**src/rtl/gmem_wr_burst_master.sv**
```systemverilog
// AXI-style write burst master: one AW per request, W beats streamed through, B responses tracked.
// Define GMEM_WR_BID_CHECK_EN to add an in-order ID FIFO that flags out-of-order B IDs on err.
module gmem_wr_burst_master #(
    parameter int MAX_OUTSTANDING = 4,
    parameter int BID_BASE        = 0,
    parameter int GMEM_ADDR_W     = 32,
    parameter int GMEM_DATA_W     = 32,
    parameter int ID_WIDTH        = 4
) (
    input  logic                       clk,
    input  logic                       rst,
    input  logic                       req_valid,
    output logic                       req_ready,
    input  logic [GMEM_ADDR_W-1:0]     req_addr,
    input  logic [7:0]                 req_len,
    input  logic                       wd_valid,
    output logic                       wd_ready,
    input  logic [GMEM_DATA_W-1:0]     wd_data,
    input  logic [GMEM_DATA_W/8-1:0]   wd_strb,
    output logic [GMEM_ADDR_W-1:0]     m0_awaddr,
    output logic [7:0]                 m0_awlen,
    output logic                       m0_awvalid,
    input  logic                       m0_awready,
    output logic [ID_WIDTH-1:0]        m0_awid,
    output logic [GMEM_DATA_W-1:0]     m0_wdata,
    output logic [GMEM_DATA_W/8-1:0]   m0_wstrb,
    output logic                       m0_wlast,
    output logic                       m0_wvalid,
    input  logic                       m0_wready,
    input  logic                       m0_bvalid,
    output logic                       m0_bready,
    input  logic [ID_WIDTH-1:0]        m0_bid,
    output logic                       busy,
    output logic                       done,
    output logic [ID_WIDTH-1:0]        done_id,
    output logic                       err
);

    localparam int CNT_W = $clog2(MAX_OUTSTANDING) + 1;
    localparam logic [CNT_W-1:0]    OUT_MAX  = CNT_W'(MAX_OUTSTANDING);
    localparam logic [ID_WIDTH-1:0] ID_FIRST = ID_WIDTH'(BID_BASE);
    localparam logic [ID_WIDTH-1:0] ID_LAST  = ID_WIDTH'(BID_BASE + MAX_OUTSTANDING - 1);

    typedef enum logic [1:0] {IDLE, ADDR, DATA} state_t;

    state_t              state;
    logic [CNT_W-1:0]    outstanding;
    logic [ID_WIDTH-1:0] id_cnt;
    logic [7:0]          beat_cnt;
    logic                req_hs;
    logic                aw_hs;
    logic                w_hs;
    logic                b_hs;

`ifdef GMEM_WR_BID_CHECK_EN
    localparam int PTR_W = $clog2(MAX_OUTSTANDING);
    logic [ID_WIDTH-1:0] id_fifo [MAX_OUTSTANDING];
    logic [PTR_W-1:0]    wr_ptr;
    logic [PTR_W-1:0]    rd_ptr;
`endif

    // Handshake-facing outputs are gated by rst so they read idle during the reset cycle itself.
    assign req_ready = !rst && (state == IDLE) && (outstanding < OUT_MAX);
    assign m0_wvalid = !rst && (state == DATA) && wd_valid;
    assign wd_ready  = !rst && (state == DATA) && m0_wready;
    assign m0_wlast  = !rst && (state == DATA) && (beat_cnt == 8'd0);
    assign busy      = !rst && ((state != IDLE) || (outstanding != '0));
    assign m0_wdata  = wd_data;
    assign m0_wstrb  = wd_strb;
    assign m0_bready = 1'b1;

    assign req_hs = req_valid && req_ready;
    assign aw_hs  = m0_awvalid && m0_awready;
    assign w_hs   = m0_wvalid && m0_wready;
    assign b_hs   = m0_bvalid;

    always_ff @(posedge clk) begin
        if (rst) begin
            state       <= IDLE;
            outstanding <= '0;
            id_cnt      <= ID_FIRST;
            beat_cnt    <= '0;
            m0_awvalid  <= 1'b0;
            m0_awaddr   <= '0;
            m0_awlen    <= '0;
            m0_awid     <= '0;
            done        <= 1'b0;
            done_id     <= '0;
            err         <= 1'b0;
`ifdef GMEM_WR_BID_CHECK_EN
            wr_ptr      <= '0;
            rd_ptr      <= '0;
`endif
        end else begin
            done <= b_hs;
            if (b_hs)
                done_id <= m0_bid;

            case (state)
                IDLE: if (req_hs) begin
                    m0_awaddr  <= req_addr;
                    m0_awlen   <= req_len;
                    m0_awid    <= id_cnt;
                    m0_awvalid <= 1'b1;
                    state      <= ADDR;
                end
                ADDR: if (m0_awready) begin
                    m0_awvalid <= 1'b0;
                    beat_cnt   <= m0_awlen;
                    id_cnt     <= (id_cnt == ID_LAST) ? ID_FIRST : id_cnt + 1'b1;
                    state      <= DATA;
                end
                DATA: if (w_hs) begin
                    if (beat_cnt == 8'd0)
                        state <= IDLE;
                    else
                        beat_cnt <= beat_cnt - 1'b1;
                end
                default: state <= IDLE;
            endcase

            // A B response with nothing in flight is flagged and must not underflow the count.
            if (aw_hs && !b_hs)
                outstanding <= outstanding + 1'b1;
            else if (!aw_hs && b_hs && (outstanding != '0))
                outstanding <= outstanding - 1'b1;
            if (b_hs && (outstanding == '0))
                err <= 1'b1;

`ifdef GMEM_WR_BID_CHECK_EN
            if (aw_hs) begin
                id_fifo[wr_ptr] <= m0_awid;
                wr_ptr          <= wr_ptr + 1'b1;
            end
            if (b_hs && (outstanding != '0)) begin
                rd_ptr <= rd_ptr + 1'b1;
                if (m0_bid != id_fifo[rd_ptr])
                    err <= 1'b1;
            end
`endif
        end
    end

endmodule
```
**config.mk**
```make
export PLATFORM = sky130hd
export DESIGN_NAME = gmem_wr_burst_master
export DESIGN_NICKNAME = d
export VERILOG_FILES = /design/src/rtl/gmem_wr_burst_master.sv
export SDC_FILE = /design/constraint.sdc
export NUM_CORES = 1
export LEC_CHECK = 0
export BUFFER_PORTS_ARGS = -buffer_cell sky130_fd_sc_hd__buf_4
export CAP_MARGIN = 15
export CORE_ASPECT_RATIO = 1.1
export CORE_MARGIN = 2
export CORE_UTILIZATION = 40
export DETAILED_ROUTE_END_ITERATION = 16
export GPL_ROUTABILITY_DRIVEN = 1
export HOLD_SLACK_MARGIN = 0.08
export PLACE_DENSITY = 0.77
export SLEW_MARGIN = 20
export SYNTH_ARGS = -nofsm -noshare
export SYNTH_HDL_FRONTEND = slang
export SYNTH_SLANG_ARGS = --single-unit
```
**constraint.sdc**
```tcl
create_clock -name clk -period 1.9 [get_ports clk]
set_clock_uncertainty 0.2 [all_clocks]
set_input_delay 0.38 -clock clk [delete_from_list [all_inputs] [get_ports clk]]
set_output_delay 0.38 -clock clk [all_outputs]
set_load 0.1 [all_outputs]
```
* Yosys cells after proc, flatten, opt, wreduce, memory -nomap -nowiden
Index checks and enable logic that the tools add are counted.
** Word-level totals
- Flip-flop bits (word level) :: 68
** Operators by class
- Add/subtract/negate cells :: 4
- Magnitude comparators :: 1
- Equality and inequality tests :: 8
- Mux-type cells :: 15
- Reductions and logical operators :: 31
** Operator list (number)
- 2-to-1 mux 8 bit :: 3
- one-hot mux 8 bit (2 select lines) :: 1
- logical AND 1 bit :: 14
- logical NOT 8 bit :: 1
- 2-to-1 mux 2 bit :: 4
- != test 2 bit, second input constant :: 4
- AND reduction 4 bit :: 2
- nonzero test 2 bit :: 4
- subtractor 8 x 1 -> 8 bit, second input constant :: 1
- 2-to-1 mux 3 bit :: 2
- one-hot mux 2 bit (3 select lines) :: 1
- adder 4 x 1 -> 4 bit, second input constant :: 1
- equality test 4 x 2 -> 1 bit, second input constant :: 1
- 2-to-1 mux 4 bit :: 1
- AND reduction 2 bit :: 2
- adder 3 x 1 -> 3 bit, second input constant :: 1
- logical NOT 1 bit :: 3
- logical NOT 3 bit :: 1
- less-than comparator 3 bit, second input constant :: 1
- AND reduction 3 bit :: 1
- nonzero test 3 bit :: 1
- subtractor 3 x 1 -> 3 bit, second input constant :: 1
- equality test 2 x 1 -> 1 bit, second input constant :: 1
- equality test 2 bit, second input constant :: 1
- 5 further kinds :: 6

* Longest topological paths before layout
Gate-level depths: netlist (run 1).
- Depth after elaboration :: 6
- Gate-level depth with buffers :: 7

* Worst setup path after synthesis (run 1)
Ideal clock, no wire load.
- Path kind :: input -> register
- Start point :: input port rst
- End point :: register m0_awlen[0]
- Library setup time :: 132 ps
- Data arrival time :: 4607 ps
- Path slack :: -3039 ps
- Cell stages on the path :: 6
- Path buffers :: 2
- Cell sequence :: buf_6 > nor4_1 > nand2_1 > clkbuf_1 > nand2_1 > a21oi_1
** On the way
- Word-level cells in the longest chain between the ends :: 5
** Ends and longest elaborated chain
- start, declared :: line 11 : input logic rst,
- logical NOT 1 bit :: line 63 : assign req_ready = !rst && (state == IDLE) && (outstanding < OUT_MAX);
- logical AND 1 bit (2 in series) :: line 63
- via req_ready :: line 13 : output logic req_ready,
- logical AND 1 bit :: line 72 : assign req_hs = req_valid && req_ready;
- AND reduction 2 bit (no line)
- end signal, assigned :: line 102 : m0_awlen <= req_len;
- end, declared :: line 21 : output logic [7:0] m0_awlen,
The timed path passes the listed nets, and every way through them passes these cells.
A chain may end at the register's enable or synchronous reset.

* Worst setup path after layout (run 1)
- Start point :: register beat_cnt[2]
- End point :: output port m0_wlast
** On the way
- Word-level cells in the longest chain between the ends :: 2
** Ends and longest elaborated chain
- start, declared :: line 49 : logic [7:0] beat_cnt;
- start signal, assigned :: line 109 : beat_cnt <= m0_awlen;
- start signal, assigned :: line 117 : beat_cnt <= beat_cnt - 1'b1;
- logical NOT 8 bit :: line 66 : assign m0_wlast = !rst && (state == DATA) && (beat_cnt == 8'd0);
- logical AND 1 bit :: line 66
- end, declared :: line 27 : output logic m0_wlast,
No other way between the ends.

==> results of run 1 <==
-- metrics by stage --
| stage | hold slack (ns) | utilization | setup slack, ns | cell area, um^2 | setup TNS, ns |
|---|---|---|---|---|---|
| after CTS | 0.0801 | 0.598 | -0.0981 | 4490 | -0.404 |
| after floorplan | 0.257 | - | -0.715 | 3200 | -33.37 |
| after detailed placement | 0.249 | 0.512 | -0.208 | 3850 | -1.57 |
| final | 0.0909 | 0.617 | -0.0907 | 4640 | -0.329 |
| after global routing | 0.0765 | 0.617 | -0.172 | 4640 | -0.744 |
| after global placement | 0.242 | 0.512 | -0.185 | 3850 | -1.03 |
-- flip-flops by register name (all words and copies together), names as in the netlist --
name,flops
m0_awid,4
outstanding,3
done_id,4
beat_cnt,8
done,1
err,1
m0_awlen,8
m0_awaddr,32
id_cnt,4
m0_awvalid,1
state,2
-- how the worst max path moves through the flow --
stage | endpoint | cells after the start | slack, ns
2_1_floorplan | m0_awlen[6] | 6 | -0.72
4_1_cts | wd_ready | 4 | -0.1
3_5_place_dp | beat_cnt[0] | 5 | -0.21
3_3_place_gp | beat_cnt[0] | 5 | -0.18
5_1_grt | m0_wlast | 5 | -0.17
6_report | m0_wlast | 4 | -0.09
-- timing repair --
| item | in CTS | in global routing |
|---|---|---|
| setup buffers | 5 | 6 |
| resized for setup | 23 | 18 |
| cloned | 0 | 1 |
| hold buffers | 30 | 1 |
| hold endpoints to repair | 30 | 1 |
| pin swaps | 7 | 8 |
| endpoints found under the setup margin | 10 | 36 |
-- cell families (layout without fill, tap and decap cells) --
kind of cell	count (synthesis)	count (layout)
multiplexers	4	4
buffers and inverters	63	188
AND/OR/NAND/NOR	158	158
XOR/XNOR	2	2
adder cells (fa/ha/maj)	4	4
flip-flops	68	68
other	1	1
AO/OA/AOI/OAI	85	85
-- critical path: cells and delay by family (launching register included) --
kind                   cells  cell delay [ns]
buffers and inverters      1             0.18
AND/OR/NAND/NOR            3             0.53
flip-flops                 1             0.35
-- power by group --
part	leakage [nW]	internal (mW)	switching (mW)	total, mW
clock network	0.116	0.775	0.564	1.34
logic	1.27	0.539	1.14	1.68
registers	0.557	1.54	0.108	1.65
total	1.94	2.86	1.81	4.67
-- per-layer routing --
layer | part of all wire | vias to the layer above | track usage | wire, um
met1 | 0.39 | 1404 | 0.224 | 3460
met4 | 0.026 | 0 | 0.0921 | 231
met5 | 0 | - | 0 | 0
met2 | 0.51 | 143 | 0.332 | 4510
li1 | - | 1491 | - | -
met3 | 0.069 | 28 | 0.0375 | 604
-- layout make-up --
cell class	count	area [um^2]	area share
tap	105	131	0.0283
timing repair buffer	169	1450	0.313
multi-input combinational	254	1450	0.312
inverter	3	11.3	0.00243
sequential	68	1370	0.295
clock buffer	10	138	0.0297
clock inverter	6	87.6	0.0189
-- cell usage after synthesis, drive strengths merged, types with 2 or more instances --
library cell / number / share of area
a211oi: 2 / 0.0048
a21oi: 63 / 0.10
a221o: 2 / 0.0064
a31oi: 2 / 0.0040
and2: 2 / 0.0040
and3: 2 / 0.0040
buf: 45 / 0.11
clkbuf: 15 / 0.031
dfxtp: 68 / 0.44
ha: 3 / 0.012
inv: 3 / 0.0036
mux2i: 4 / 0.013
nand2: 105 / 0.13
nand2b: 2 / 0.0040
nand3: 5 / 0.0080
nand3b: 2 / 0.0048
nand4: 2 / 0.0040
nand4b: 2 / 0.0056
nor2: 22 / 0.026
nor3: 6 / 0.011
nor3b: 2 / 0.0048
o21ai: 4 / 0.0064
o32ai: 4 / 0.021
==> qor.json, run 1 <==
{
  "run_status": {"value": "complete, but fails checks"},
  "violations": {"value": "setup timing"},
  "number_of_diodes_added_for_antenna_fixing": {"value": 0},
  "grt.total_usage": {"value": 0.193},
  "layout.nets": {"value": 596},
  "cp_max_stage_delay": {"value": 0.35, "unit": "ns"},
  "maxCapViolCount": {"value": 0},
  "pwr_density_cell": {"value": 1010, "unit": "nW/um^2"},
  "worstPathRequired": {"value": 1.32, "unit": "ns"},
  "number_of_global_route_vias_before_repair": {"value": 2887},
  "worst_setup_path_startpoint": {"value": "beat_cnt[2]"},
  "port_buffers": {"value": 106},
  "r2r_start": {"value": "beat_cnt[2]"},
  "r2r_cells": {"value": 6},
  "most-common-layout-cells": {"value": "sky130_fd_sc_hd__buf_4 (127), sky130_fd_sc_hd__nand2_1 (104), sky130_fd_sc_hd__dfxtp_1 (63)"},
  "fmax": {"value": 502, "unit": "MHz"},
  "cts.path.max_buffers": {"value": 2},
  "vias": {"value": 3066},
  "first_pass_iters": {"value": 4},
  "period_needed": {"value": 1.99, "unit": "ns"},
  "area_of_the_mapped_netlist": {"value": 3120, "unit": "um^2"},
  "timing.final.hold_violations": {"value": 0},
  "synth_fa_ha_area_frac": {"value": 0.0184},
  "route.detailed.wl_per_inst": {"value": 14.3, "unit": "um"},
  "dpl.hpwl": {"value": 5.53, "unit": "mm"},
  "regToRegSetupSlack": {"value": 0.03, "unit": "ns"},
  "post-place-cells": {"value": 557},
  "dieWidth": {"value": 88.2, "unit": "um"},
  "tritoncts.num_buffers": {"value": 9},
  "core": {"value": 7510, "unit": "um^2"},
  "drt-total-wl": {"value": 8.81, "unit": "mm"},
  "grt_first_pass_wirelength": {"value": 13.3, "unit": "mm"},
  "fill_cells": {"value": 622},
  "synth.mux.area_fraction": {"value": 0.0128},
  "worst_setup_path_end_kind": {"value": "output pin"},
  "fp.dieArea": {"value": 8530, "unit": "um^2"},
  "grt_remaining_overflow": {"value": 0},
  "syn_avg_cell_area": {"value": 8.11, "unit": "um^2"},
  "vdd_ir_drop_max": {"value": 526, "unit": "uV"},
  "cts.sinks": {"value": 68},
  "clock_tree.root_cell": {"value": "sky130_fd_sc_hd__clkbuf_8"},
  "crit_slowest_cell": {"value": "sky130_fd_sc_hd__dfxtp_1"},
  "fp.dieH": {"value": 96.7, "unit": "um"},
  "timing.critical_path.arrival": {"value": 1.41, "unit": "ns"},
  "unrepaired_setup_endpoints_after_global_routing": {"value": "yes"},
  "start_util": {"value": 0.415},
  "worst_slew_slack_as_a_fraction_of_its_limit": {"value": 0.649},
  "flop_and_latch_count_out_of_synthesis": {"value": 68},
  "remaining_drc_errors": {"value": 0},
  "yosys_warnings": {"value": 0},
  "synth_enable_flop_cells": {"value": 0},
  "cts_max_level": {"value": 3},
  "antenna_left": {"value": 0},
  "hold_path_end": {"value": "m0_awaddr[0]"},
  "clk_pin_slew_worst_paths": {"value": 0.08, "unit": "ns"},
  "critical_path.reg2reg.endpoint": {"value": "beat_cnt[0]"},
  "layout-drive-gt1-share": {"value": 0.369},
  "clock_tree_from_tritoncts": {"value": "yes"},
  "synth_async_sr_flop_share": {"value": 0},
  "critPathMaxFanout": {"value": 3},
  "period_share": {"value": 1.05},
  "synth_simple_gate_area_frac": {"value": 0.219},
  "leading_cell_type_in_the_layout_fill_and_taps_excluded": {"value": "sky130_fd_sc_hd__buf_4"},
  "final-max-slew-violation-count": {"value": 0},
  "pin_count_of_the_biggest_net_entering_global_routing": {"value": 49},
  "worstSetupStartpointType": {"value": "flop"},
  "fin_ws": {"value": -0.0907, "unit": "ns"},
  "synth.net_count": {"value": 476},
  "num_io_pins": {"value": 180},
  "worstSetupPathType": {"value": "reg2out"},
  "syn_to_final_growth": {"value": 48.6, "unit": "%"},
  "fp-row-count": {"value": 33},
  "synthDistinctLibCells": {"value": 47},
  "clkLatencyLatePin": {"value": 0.34, "unit": "ns"},
  "final-instance-count-excl-fill": {"value": 615},
  "worst_hold_startpoint": {"value": "req_addr[0]"},
  "tightest_slew": {"value": 0.527, "unit": "ns"},
  "hold_path_class": {"value": "in2reg"},
  "dominant_combinational_cell_family_by_area_after_synthesis": {"value": "simple AND/OR/NAND/NOR gates"},
  "place_congestion": {"value": 0.828},
  "finalPower": {"value": 4.67, "unit": "mW"},
  "timing.hold.worst_path_depth": {"value": 3},
  "final-setup-viol-count": {"value": 4},
  "initialDrtViolationCount": {"value": 90},
  "route.detailed.vias_per_inst": {"value": 4.99},
  "grt_antenna_before_repair": {"value": 0},
  "critical_path.cell_chain": {"value": "nor3_4 > nand3_4 > nor2_4 > buf_12"},
  "portion_of_the_post_synthesis_area_used_by_sequential_elements": {"value": 0.436},
  "synth_xor_area_frac": {"value": 0.00561},
  "synth-compound-area-share": {"value": 0.167},
  "power.static_leakage": {"value": 1.94, "unit": "nW"},
  "synth_ff_type": {"value": "sky130_fd_sc_hd__dfxtp_1"},
  "syn_inst": {"value": 385}
}
No activity file was read; power rests on OpenSTA's default activity.
==> inputs of run 2 (changes only) <==
--- a/config.mk
+++ b/config.mk
@@ -8,7 +8,7 @@
 export BUFFER_PORTS_ARGS = -buffer_cell sky130_fd_sc_hd__buf_4
 export CAP_MARGIN = 15
 export CORE_ASPECT_RATIO = 1.1
-export CORE_MARGIN = 2
+export CORE_MARGIN = 1
 export CORE_UTILIZATION = 40
 export DETAILED_ROUTE_END_ITERATION = 16
 export GPL_ROUTABILITY_DRIVEN = 1
==> run 2 against run 1 <==
- the flow still finishes with violations (setup timing)
- routed wire length decreased by 8.5%
- fmax grew 0.70%
- via count shrank 1.7%
- non-clock buffer count fell by 9
- hold slack better by 0.0058 ns
- combinational power fell by 4%
- utilization shrank 1.0 points
- first-iteration DRC count down 28%
- clock power is essentially flat
- global-route usage is 0.17 points higher
- setup slack improved by 0.014 ns
- highest routed layer unchanged
==> qor.json, run 2 (same netlist as run 1, synthesis figures left out) <==
{
  "run_status": {"value": "complete, but fails checks"},
  "violations": {"value": "setup timing"},
  "max_flop_register": {"value": "m0_awaddr"},
  "cpLargestDelayFamily": {"value": "simple AND/OR/NAND/NOR gates"},
  "post-place-cells": {"value": 557, "change": "unchanged"},
  "cts.sinks": {"value": 68, "change": "unchanged"},
  "hold_path_class": {"value": "in2reg"},
  "worst_setup_path_end_kind": {"value": "output pin"},
  "num_io_pins": {"value": 180, "change": "unchanged"},
  "core": {"value": 7510, "unit": "um^2", "change": "unchanged"},
  "finalPower": {"value": 4.57, "unit": "mW", "change": "-2.2%"},
  "period_needed": {"value": 1.98, "unit": "ns", "change": "-0.0137 ns"},
  "fill_cells": {"value": 662, "change": "+6.4%"},
  "unrepaired_setup_endpoints_after_global_routing": {"value": "yes"},
  "layout.nets": {"value": 587, "change": "-1.5%"},
  "grt.total_usage": {"value": 0.194, "change": "+0.00167"},
  "clock_tree.root_cell": {"value": "sky130_fd_sc_hd__clkbuf_8"},
  "dieWidth": {"value": 86.2, "unit": "um", "change": "-2.3%"},
  "number_of_global_route_vias_before_repair": {"value": 2780, "change": "-3.7%"},
  "cts_max_level": {"value": 3, "change": "unchanged"},
  "timing.critical_path.arrival": {"value": 1.40, "unit": "ns", "change": "about the same"},
  "final-max-slew-violation-count": {"value": 0, "change": "unchanged"},
  "clkLatencyLatePin": {"value": 0.33, "unit": "ns", "change": "about the same"},
  "footprint_of_the_multi_input_gates": {"value": 1450, "unit": "um^2", "change": "+0.17%"},
  "grt_antenna_before_repair": {"value": 0, "change": "unchanged"},
  "layout-drive-gt1-share": {"value": 0.371, "change": "+0.00263"},
  "initialDrtViolationCount": {"value": 65, "change": "-28%"},
  "largestRegisters": {"value": "m0_awaddr x32, beat_cnt x8, m0_awlen x8"},
  "final-instance-count-excl-fill": {"value": 606, "change": "-1.5%"},
  "worst_slew_slack_as_a_fraction_of_its_limit": {"value": 0.628, "change": "-0.0211"},
  "maxCapViolCount": {"value": 0, "change": "unchanged"},
  "leading_cell_type_in_the_layout_fill_and_taps_excluded": {"value": "sky130_fd_sc_hd__buf_4"},
  "route.detailed.vias_per_inst": {"value": 4.97, "change": "-0.27%"},
  "worstSetupPathType": {"value": "reg2out"},
  "worstPathRequired": {"value": 1.32, "unit": "ns", "change": "about the same"},
  "vdd_ir_drop_max": {"value": 566, "unit": "uV", "change": "+7.6%"},
  "vias": {"value": 3013, "change": "-1.7%"},
  "power.static_leakage": {"value": 1.90, "unit": "nW", "change": "-2.3%"},
  "worstSetupStartpointType": {"value": "flop"},
  "first_pass_iters": {"value": 5, "change": "+1"},
  "remaining_drc_errors": {"value": 0, "change": "unchanged"},
  "grt_first_pass_wirelength": {"value": 12.5, "unit": "mm", "change": "-6.1%"},
  "most-common-layout-cells": {"value": "sky130_fd_sc_hd__buf_4 (122), sky130_fd_sc_hd__nand2_1 (104), sky130_fd_sc_hd__dfxtp_1 (61)"},
  "fmax": {"value": 506, "unit": "MHz", "change": "+0.70%"},
  "cp_max_stage_delay": {"value": 0.33, "unit": "ns", "change": "-0.02 ns"},
  "pin_count_of_the_biggest_net_entering_global_routing": {"value": 43, "change": "-12%"},
  "syn_to_final_growth": {"value": 46.1, "unit": "%"},
  "critPathMaxFanout": {"value": 5, "change": "+2"},
  "fin_ws": {"value": -0.0769, "unit": "ns", "change": "+0.0137 ns"},
  "route.detailed.wl_per_inst": {"value": 13.3, "unit": "um", "change": "-7.2%"},
  "crit_slowest_cell": {"value": "sky130_fd_sc_hd__dfxtp_2"},
  "place_congestion": {"value": 0.814, "change": "-1.7%"},
  "clock_tree_from_tritoncts": {"value": "yes"},
  "fp.dieH": {"value": 94.7, "unit": "um", "change": "-2.1%"},
  "final-setup-viol-count": {"value": 4, "change": "unchanged"},
  "worst-path-buf-inv": {"value": 2, "change": "+1"},
  "cts.path.max_buffers": {"value": 2, "change": "unchanged"},
  "port_buffers": {"value": 106, "change": "unchanged"},
  "start_util": {"value": 0.415, "change": "unchanged"},
  "period_share": {"value": 1.04, "change": "-0.00723"},
  "largest_register_ffs": {"value": 32, "change": "unchanged"},
  "tritoncts.num_buffers": {"value": 9, "change": "unchanged"},
  "tightest_slew": {"value": 0.559, "unit": "ns", "change": "+0.0316 ns"},
  "final-seq-area": {"value": 1370, "unit": "um^2", "change": "+0.18%"},
  "critical_path.cell_chain": {"value": "buf_6 > and2b_2 > and3_4 > buf_12"},
  "number_of_diodes_added_for_antenna_fixing": {"value": 0, "change": "unchanged"},
  "timing.final.hold_violations": {"value": 0, "change": "unchanged"},
  "placement.setup.worst_slack": {"value": -0.195, "unit": "ns", "change": "+0.0134 ns"},
  "pwr_density_cell": {"value": 1000, "unit": "nW/um^2", "change": "-0.56%"},
  "fp-row-count": {"value": 33, "change": "unchanged"},
  "grt_remaining_overflow": {"value": 0, "change": "unchanged"},
  "fp.dieArea": {"value": 8160, "unit": "um^2", "change": "-4.3%"},
  "clk_pin_slew_worst_paths": {"value": 0.06, "unit": "ns", "change": "-0.02 ns"},
  "antenna_left": {"value": 0, "change": "unchanged"},
  "worst_hold_slack_across_all_endpoints": {"value": 0.0967, "unit": "ns", "change": "+0.00576 ns"},
  "dpl.hpwl": {"value": 5.21, "unit": "mm", "change": "-5.7%"},
  "drt-total-wl": {"value": 8.06, "unit": "mm", "change": "-8.5%"}
}
## run 2: what timing repair did
item	in CTS	in global routing
pin swaps	6	19
endpoints found under the hold margin	28	0
endpoints found under the setup margin	10	13
hold buffers	28	0
gates resized for setup	24	16
buffers inserted	2	3
## run 2: path summary, 6_finish.rpt
kind / from / to / slack, ns / cells after the start
setup reg to reg: state[1] / beat_cnt[0] / 0.02 / 5
setup / recovery: state[0] / m0_wvalid / -0.08 / 4
hold reg to reg: m0_awaddr[11] / m0_awaddr[11] / 0.25 / 2
hold / removal: req_addr[11] / m0_awaddr[11] / 0.1 / 3
## run 2: per-stage QoR
| stage | TNS, ns | cell area, um^2 | utilization |
|---|---|---|---|
| global route | -0.550 | 4560 | 0.607 |
| floorplan | -33.37 | 3200 | - |
| CTS | -0.348 | 4470 | 0.595 |
| global placement | -1.07 | 3860 | 0.514 |
| finish | -0.287 | 4560 | 0.607 |
| detailed placement | -1.13 | 3860 | 0.514 |
## run 2: area by class of cell
class,instances,share of cell area
clock inverters,2,0.00823
multi-input cells,254,0.318
repair buffers,160,0.299
flip-flops and latches,68,0.301
inverters,3,0.00247
clock buffers,14,0.0425
well taps,105,0.0288
## run 2: power breakdown
group          total, mW  internal, mW  switching [mW]
clock               1.31         0.794           0.512
combinational       1.62         0.495            1.12
sequential          1.64          1.54          0.0995
total               4.57          2.83            1.73
## run 2: tightest hold or removal path, stage by stage
cell	delay [ns]
sky130_fd_sc_hd__buf_4	0.11
sky130_fd_sc_hd__nand2_1	0.04
sky130_fd_sc_hd__a21oi_1	0.05
## run 2: layer usage
metal / track usage / vias to the layer above / wire [um]
met3: 0.0516 / 25 / 493
met2: 0.351 / 102 / 4070
met4: 0.0931 / 0 / 205
met5: 0 / - / 0
li1: - / 1477 / -
met1: 0.211 / 1409 / 3290
==> inputs of run 3 (changes only) <==
--- a/config.mk
+++ b/config.mk
@@ -9,12 +9,14 @@
 export CAP_MARGIN = 15
 export CORE_ASPECT_RATIO = 1.1
 export CORE_MARGIN = 1
-export CORE_UTILIZATION = 40
+export CORE_UTILIZATION = 41
+export CTS_BUF_LIST = sky130_fd_sc_hd__clkbuf_4 sky130_fd_sc_hd__clkbuf_8
 export DETAILED_ROUTE_END_ITERATION = 16
 export GPL_ROUTABILITY_DRIVEN = 1
 export HOLD_SLACK_MARGIN = 0.08
-export PLACE_DENSITY = 0.77
+export PLACE_DENSITY = 0.79
 export SLEW_MARGIN = 20
 export SYNTH_ARGS = -nofsm -noshare
 export SYNTH_HDL_FRONTEND = slang
 export SYNTH_SLANG_ARGS = --single-unit
+export TNS_END_PERCENT = 1
==> run 3 against run 2 <==
- the run still ends with setup timing left
- routed wire length grew 0.86%
- clock power shrank 6%
- setup slack lost 0.059 ns
- utilization shrank 0.29 points
- critical endpoint is now m0_wlast
==> qor.json, run 3 (same netlist as run 1, synthesis figures left out) <==
{
  "clock_tree.root_cell": {"value": "sky130_fd_sc_hd__clkbuf_8"},
  "worstPathRequired": {"value": 1.32, "unit": "ns", "change": "about the same"},
  "pin_count_of_the_biggest_net_entering_global_routing": {"value": 46, "change": "+7.0%"},
  "start_util": {"value": 0.420, "change": "+0.00462"},
  "grt.total_usage": {"value": 0.205, "change": "+0.0109"},
  "violations": {"value": "setup timing"},
  "syn_to_final_growth": {"value": 43.8, "unit": "%"},
  "grt_remaining_overflow": {"value": 0, "change": "unchanged"},
  "final-max-slew-violation-count": {"value": 0, "change": "unchanged"},
  "remaining_drc_errors": {"value": 0, "change": "unchanged"},
  "largestRegisters": {"value": "m0_awaddr x32, beat_cnt x8, m0_awlen x8"},
  "core": {"value": 7430, "unit": "um^2", "change": "-1.1%"},
  "worst_hold_slack_across_all_endpoints": {"value": 0.0903, "unit": "ns", "change": "-0.00640 ns"},
  "fp.dieArea": {"value": 7970, "unit": "um^2", "change": "-2.4%"},
  "largest_register_ffs": {"value": 32, "change": "unchanged"},
  "worst_setup_path_end_kind": {"value": "output pin"},
  "finalPower": {"value": 4.46, "unit": "mW", "change": "-2.3%"},
  "pwr_density_cell": {"value": 994, "unit": "nW/um^2", "change": "-0.78%"},
  "initialDrtViolationCount": {"value": 109, "change": "+68%"},
  "fmax": {"value": 491, "unit": "MHz", "change": "-2.9%"},
  "run_status": {"value": "complete, but fails checks"},
  "cp_max_stage_delay": {"value": 0.38, "unit": "ns", "change": "+0.05 ns"},
  "cts.path.max_buffers": {"value": 2, "change": "unchanged"},
  "vias": {"value": 2997, "change": "-0.53%"},
  "worstSetupStartpointType": {"value": "flop"},
  "timing.final.hold_violations": {"value": 0, "change": "unchanged"},
  "first_pass_iters": {"value": 5, "change": "unchanged"},
  "num_io_pins": {"value": 180, "change": "unchanged"},
  "max_flop_register": {"value": "m0_awaddr"},
  "placedInstanceArea": {"value": 3830, "unit": "um^2", "change": "-0.91%"},
  "most-common-layout-cells": {"value": "sky130_fd_sc_hd__buf_4 (120), sky130_fd_sc_hd__nand2_1 (104), sky130_fd_sc_hd__dfxtp_1 (64)"},
  "layout-drive-gt1-share": {"value": 0.343, "change": "-0.0280"},
  "grt_first_pass_wirelength": {"value": 12.9, "unit": "mm", "change": "+3.5%"},
  "maxCapViolCount": {"value": 0, "change": "unchanged"},
  "place_congestion": {"value": 0.879, "change": "+8.1%"},
  "period_share": {"value": 1.07, "change": "+0.0311"},
  "clock_tree_from_tritoncts": {"value": "yes"},
  "route.detailed.vias_per_inst": {"value": 5.07, "change": "+2.0%"},
  "crit_slowest_cell": {"value": "sky130_fd_sc_hd__or3b_4"},
  "critical_path.cell_chain": {"value": "or3b_4 > buf_6 > nor2_4 > buf_12"},
  "unrepaired_setup_endpoints_after_global_routing": {"value": "yes"},
  "cts_max_level": {"value": 3, "change": "unchanged"},
  "number_of_global_route_vias_before_repair": {"value": 2903, "change": "+4.4%"},
  "clkLatencyLatePin": {"value": 0.34, "unit": "ns", "change": "about the same"},
  "final-setup-viol-count": {"value": 5, "change": "+1"},
  "dpl.hpwl": {"value": 5.24, "unit": "mm", "change": "+0.46%"},
  "leading_cell_type_in_the_layout_fill_and_taps_excluded": {"value": "sky130_fd_sc_hd__buf_4"},
  "drt-total-wl": {"value": 8.13, "unit": "mm", "change": "+0.86%"},
  "design_area": {"value": 4490, "unit": "um^2", "change": "-1.6%"},
  "layout.nets": {"value": 590, "change": "+0.51%"},
  "dieWidth": {"value": 85.2, "unit": "um", "change": "-1.2%"},
  "period_needed": {"value": 2.04, "unit": "ns", "change": "+0.0590 ns"},
  "fp-row-count": {"value": 33, "change": "unchanged"},
  "timing.critical_path.arrival": {"value": 1.46, "unit": "ns", "change": "+0.06 ns"},
  "route.detailed.wl_per_inst": {"value": 13.8, "unit": "um", "change": "+3.4%"},
  "critPathMaxFanout": {"value": 2, "change": "-3"},
  "hold_path_class": {"value": "in2reg"},
  "vdd_ir_drop_max": {"value": 613, "unit": "uV", "change": "+8.2%"},
  "number_of_diodes_added_for_antenna_fixing": {"value": 0, "change": "unchanged"},
  "tightest_slew": {"value": 0.545, "unit": "ns", "change": "-0.0137 ns"},
  "fin_ws": {"value": -0.136, "unit": "ns", "change": "-0.0590 ns"},
  "cts.sinks": {"value": 68, "change": "unchanged"},
  "worst_slew_slack_as_a_fraction_of_its_limit": {"value": 0.637, "change": "+0.00910"},
  "port_buffers": {"value": 106, "change": "unchanged"},
  "power.static_leakage": {"value": 1.89, "unit": "nW", "change": "-0.66%"},
  "fp.dieH": {"value": 93.5, "unit": "um", "change": "-1.2%"},
  "worstSetupPathType": {"value": "reg2out"},
  "tritoncts.num_buffers": {"value": 9, "change": "unchanged"},
  "antenna_left": {"value": 0, "change": "unchanged"},
  "clk_pin_slew_worst_paths": {"value": 0.07, "unit": "ns", "change": "about the same"},
  "grt_antenna_before_repair": {"value": 0, "change": "unchanged"}
}
[run 3: cell count changes in the layout (fill, tap and decap cells not counted), sizes merged]
cell and delta:
dlygate4sd3 +6, buf -3, clkbuf -2, clkinv +2
[run 3: worst paths after layout]
check                                     end  slack [ns]  depth (start not counted)           from
worst min register to register  m0_awaddr[23]        0.25                          2  m0_awaddr[23]
worst min-delay path            m0_awaddr[10]        0.09                          3   req_addr[10]
worst max-delay path                 m0_wlast       -0.14                          4       state[1]
worst max register to register    beat_cnt[4]       -0.01                          5       state[1]
[run 3: critical path: cells and delay by family, from the launching register on]
| family | cells | cell delay, ns |
|---|---|---|
| AND/OR/NAND/NOR | 2 | 0.48 |
| buffers and inverters | 2 | 0.31 |
| flip-flops | 1 | 0.32 |
[run 3: layout make-up]
cell class                 count  area (um^2)
fill                         646         2940
multi-input combinational    254         1400
timing repair buffer         163         1400
sequential                    68         1370
clock buffer                  12          159
tap                           87          109
clock inverter                 4         47.5
inverter                       3         11.3
[run 3: what timing repair did]
| action | in CTS | in global routing |
|---|---|---|
| endpoints found under the setup margin | 7 | 10 |
| buffers inserted | 1 | 0 |
| hold endpoints to repair | 34 | 0 |
| resized for setup | 21 | 8 |
| hold buffers | 34 | 0 |
| pin swaps | 5 | 0 |
[run 3: report_power, final]
group	switching (mW)	internal (mW)	total, mW	leakage, nW
registers	0.0918	1.55	1.64	0.556
logic	1.12	0.476	1.59	1.22
clock network	0.544	0.688	1.23	0.106
[run 3: through the flow]
stage,TNS (ns),std cells,setup slack [ns],utilization
5_1_grt,-0.697,591,-0.176,0.604
3_3_place_gp,-0.881,540,-0.144,0.515
3_5_place_dp,-1.05,540,-0.175,0.515
2_1_floorplan,-34.85,385,-0.719,-
4_1_cts,-0.471,591,-0.141,0.601
6_report,-0.441,591,-0.136,0.604
[run 3: routing by layer]
metal / GRT usage / share of wire / up-vias
met3: 0.0556 / 0.059 / 18
met5: 0 / 0 / -
li1: - / - / 1475
met4: 0.0890 / 0.021 / 0
met1: 0.224 / 0.41 / 1397
met2: 0.372 / 0.51 / 107
